--- src/rtl/srl_var_tap.sv ---
// Variable-tap shift register: DEPTH stages of WIDTH bits, a combinational read tap
// selected by a, plus fill tracking so consumers know which taps hold real data.
module srl_var_tap #(
    parameter int unsigned WIDTH = 1,
    parameter int unsigned DEPTH = 8,
    localparam int unsigned AW   = ($clog2(DEPTH) > 1) ? $clog2(DEPTH) : 1
) (
    input  logic             clk,
    input  logic             rst_n,
    input  logic             clr,
    input  logic             e,
    input  logic [WIDTH-1:0] i,
    input  logic [AW-1:0]    a,
    output logic [WIDTH-1:0] q,
    output logic [WIDTH-1:0] q_last,
    output logic             vld,
    output logic             full,
    output logic [AW:0]      cnt
);

    localparam logic [AW:0] DepthCnt = (AW + 1)'(DEPTH);

    logic [WIDTH-1:0] stage_q [DEPTH];
    logic [WIDTH-1:0] stage_d [DEPTH];
    logic [AW:0]      cnt_q;
    logic [AW:0]      cnt_d;
    logic             a_in_range;

    // clr wins over e so a flush never admits a new word.
    always_comb begin
        stage_d = stage_q;
        cnt_d   = cnt_q;
        if (clr) begin
            for (int unsigned k = 0; k < DEPTH; k++) begin
                stage_d[k] = '0;
            end
            cnt_d = '0;
        end else if (e) begin
            stage_d[0] = i;
            for (int unsigned k = 1; k < DEPTH; k++) begin
                stage_d[k] = stage_q[k-1];
            end
            if (cnt_q != DepthCnt) begin
                cnt_d = cnt_q + 1'b1;
            end
        end
    end

    always_ff @(posedge clk or negedge rst_n) begin
        if (!rst_n) begin
            for (int unsigned k = 0; k < DEPTH; k++) begin
                stage_q[k] <= '0;
            end
            cnt_q <= '0;
        end else begin
            stage_q <= stage_d;
            cnt_q   <= cnt_d;
        end
    end

    // Addresses past the last stage (non-power-of-2 DEPTH) read as zero and invalid.
    always_comb begin
        q = '0;
        for (int unsigned k = 0; k < DEPTH; k++) begin
            if (a == AW'(k)) begin
                q = stage_q[k];
            end
        end
        a_in_range = ({1'b0, a} < DepthCnt);
        vld        = a_in_range && (cnt_q > {1'b0, a});
    end

    assign q_last = stage_q[DEPTH-1];
    assign full   = (cnt_q == DepthCnt);
    assign cnt    = cnt_q;

endmodule

--- config.mk ---
export PLATFORM = sky130hd
export DESIGN_NAME = srl_var_tap
export DESIGN_NICKNAME = d
export VERILOG_FILES = /design/src/rtl/srl_var_tap.sv
export SDC_FILE = /design/constraint.sdc
export NUM_CORES = 1
export LEC_CHECK = 0
export CAP_MARGIN = 20
export CORE_AREA = 3 3 46 48
export CTS_CLUSTER_DIAMETER = 200
export DETAILED_ROUTE_END_ITERATION = 8
export DIE_AREA = 0 0 49 51
export PLACE_DENSITY = 0.62
export SYNTH_ARGS = -nofsm -noshare
export SYNTH_HDL_FRONTEND = slang
export SYNTH_SLANG_ARGS = --single-unit
export TNS_END_PERCENT = 20
--- constraint.sdc ---
create_clock -name clk -period 4.14 [get_ports clk]
set_input_delay 0.414 -clock clk [delete_from_list [all_inputs] [get_ports clk]]
set_output_delay 0.414 -clock clk [all_outputs]
set_load 0.05 [all_outputs]
==> impl_metrics.tcl <==
set metrics [dict create \
    status "completed" \
    cpPeakStageDelay_ns 0.82 \
    wl_per_cell_um 12.6 \
    r2r-end "cnt[0]" \
    final_antenna_net_count 0 \
    cts_resized 0 \
    start_util_pct 39.4 \
    die_x_um 49 \
    numCtsBuffers 3 \
    period_share_pct 68.3 \
    crit_path_end_kind "primary output" \
    start_kind "primary input" \
    rsz0062_at_grt "false" \
    dieHeight_um 51 \
    ys_warn_count 0 \
    postCtsSetupRepairBufs 0 \
    multi_input_area_sq_um 362 \
    final_common_cell "clkdlybuf4s50_1" \
    cp_max_fo 3 \
    nFillCells 157 \
    tightest_slew_ns 0.590 \
    grt_max_degree 15 \
    syn_area_sq_um 688 \
    wl_mm 1.35 \
    routed_via_density 4.72 \
    worst-r2r-setup-slack_ns 2.74 \
    core_area_sq_um 1750 \
    yosys.area.top_type "dfrtp_1" \
    postSynthCellCount 65 \
    maxCapViolCount 0 \
    drt_first_pass_iters 2 \
    min_period_ns 2.83 \
    powerDensity_nw_per_um2 300 \
    regArea_sq_um 300 \
    dpl.hpwl_mm 1.01 \
    synthTopCellsByArea "dfrtp_1 44%, mux2i_1 13%, ha_1 9.1%, nor2_1 7.1%, mux4_2 6.5%" \
    ys_seq_area_share_pct 43.6 \
    finalMaxSlewViolations 0 \
    cts.clk_slew.worst_paths_ns 0.08 \
    slowest_stage "clkdlybuf4s50_1" \
    synth_cell_types 20 \
    grt.overflow.total 0 \
    rr_worst_depth 5 \
    drive_gt1_share_pct 9.76 \
    area_delta_synth_final_pct 30.0 \
    final_area_sq_um 895 \
    hold_viol_final 0 \
    endpoint "vld" \
    leakagePower_nw 0.428 \
    setup_violations 0 \
    vias 505 \
    place_area_sq_um 858 \
    ir_drop_v 0.000121 \
    drtIter0Drc 2 \
    min_path_type "primary input to asynchronous set/reset pin" \
    final_cell_mix "15 x clkdlybuf4s50_1, 13 x nor2_1, 12 x dfrtp_1" \
    cts_htree_levels 1 \
    max_freq_ghz 0.354 \
    holdBufCountCts 0 \
    synthFlopType "dfrtp_1" \
    path_class "primary input to primary output" \
    setup_tns_ns 0 \
    clock-sinks 12 \
    slew_headroom_pct 60.6 \
    required_ns 3.73 \
    worst-endpoint-arrival_ns 2.41 \
    syn_avg_cell_area_sq_um 10.6 \
    path_cells "clkdlybuf4s50_1, inv_1, ha_1, and4b_1, a21oi_1, clkdlybuf4s50_1" \
    max-clock-path-buffers 2 \
    insertion_delay_ns 0.27 \
    die_area_sq_um 2500 \
    antenna_cells 0 \
    synth_edf_count 0 \
    gp_congestion 0.726 \
    cts_root_buf "clkbuf_4" \
    ys_async_sr_fraction_pct 100 \
    io_pins 16 \
    drc_errors 0 \
    grt_pass1_vias 517 \
    cp_common_cell "clkdlybuf4s50_1" \
    fin_skew_ns 0.00198 \
    num_rows 15 \
    syn_nets 78 \
    grt_antenna_before_repair 0 \
    cts_tree "done" \
    port_buffers 15 \
    yosys_register_bits 12 \
    crit_start "a[2]" \
    r2r_start "cnt[0]" \
    finalNetCount 96 \
    grt_pass1_wl_mm 2.41 \
    netlist.area_leader.share_pct 43.6 \
    grt_use_total_pct 13.0 \
]
-- layout make-up --
cell class | instances | area share (%)
clock buffer | 4 | 4.06
inverter | 4 | 1.68
multi-input combinational | 47 | 40.4
sequential | 12 | 33.6
tap | 25 | 3.50
timing repair buffer | 15 | 16.8
-- how the worst min path moves through the flow --
stage	cells after the start	end	start
5_1_grt	1	stage_q[7]	rst_n
3_5_place_dp	2	stage_q[1]	stage_q[1]
2_1_floorplan	0	cnt[0]	rst_n
6_report	1	cnt[0]	rst_n
3_3_place_gp	2	stage_q[1]	stage_q[1]
4_1_cts	1	stage_q[7]	rst_n
-- cell usage after synthesis, types with 2 or more instances --
library cell	instances
a21oi_1	2
dfrtp_1	12
ha_1	5
mux2i_1	9
inv_1	4
mux4_2	2
nand2b_1	2
nor2_1	13
nand2_1	5
-- per-stage QoR --
stage                     worst slack (ns)  total power, mW  hold WS [ns]  utilization [%]  cells
after floorplan                       1.69            0.157         0.118                -     65
after global placement                1.32            0.177         0.533             49.2    103
after detailed placement              1.30            0.178         0.538             49.2    103
after CTS                             1.30            0.273         0.526             51.3    107
after global routing                  1.23            0.287         0.535             51.3    107
final                                 1.31            0.268         0.494             51.3    107
-- where the power goes --
| part | total (mW) | leakage (nW) | switching, mW | internal (mW) |
|---|---|---|---|---|
| clock network | 0.0934 | 0.0210 | 0.0401 | 0.0534 |
| logic | 0.0509 | 0.241 | 0.0286 | 0.0224 |
| registers | 0.124 | 0.165 | 0.00387 | 0.120 |
-- cells by family (layout without fill, tap and decap cells) --
| group | after synthesis | after routing | share of synthesized area [%] |
|---|---|---|---|
| AO/OA/AOI/OAI | 4 | 4 | 3.27 |
| XOR/XNOR | 1 | 1 | 1.27 |
| adder cells (fa/ha/maj) | 5 | 5 | 9.09 |
| buffers and inverters | 6 | 23 | 3.82 |
| flip-flops | 12 | 12 | 43.6 |
| multiplexers | 12 | 12 | 21.8 |
| AND/OR/NAND/NOR | 25 | 25 | 17.1 |
-- layer usage --
metal  wire length [um]  global-route usage, %
met3                 46                   4.08
met1                686                   16.8
met2                590                   19.2
met5                  0                      0
met4                 22                   7.11
-- critical path, delay by kind of cell --
| kind | cells | cell delay [ns] |
|---|---|---|
| buffers and inverters | 3 | 1.42 |
| AOI/OAI and AO/OA | 1 | 0.12 |
| and+or+nand+nor | 1 | 0.17 |
| adders and majority gates | 1 | 0.29 |
-- sequential cells by signal (all words and copies together), names as in the netlist --
name     count
cnt          4
stage_q      7
q_last       1
Power figures use the tool's default switching activity.
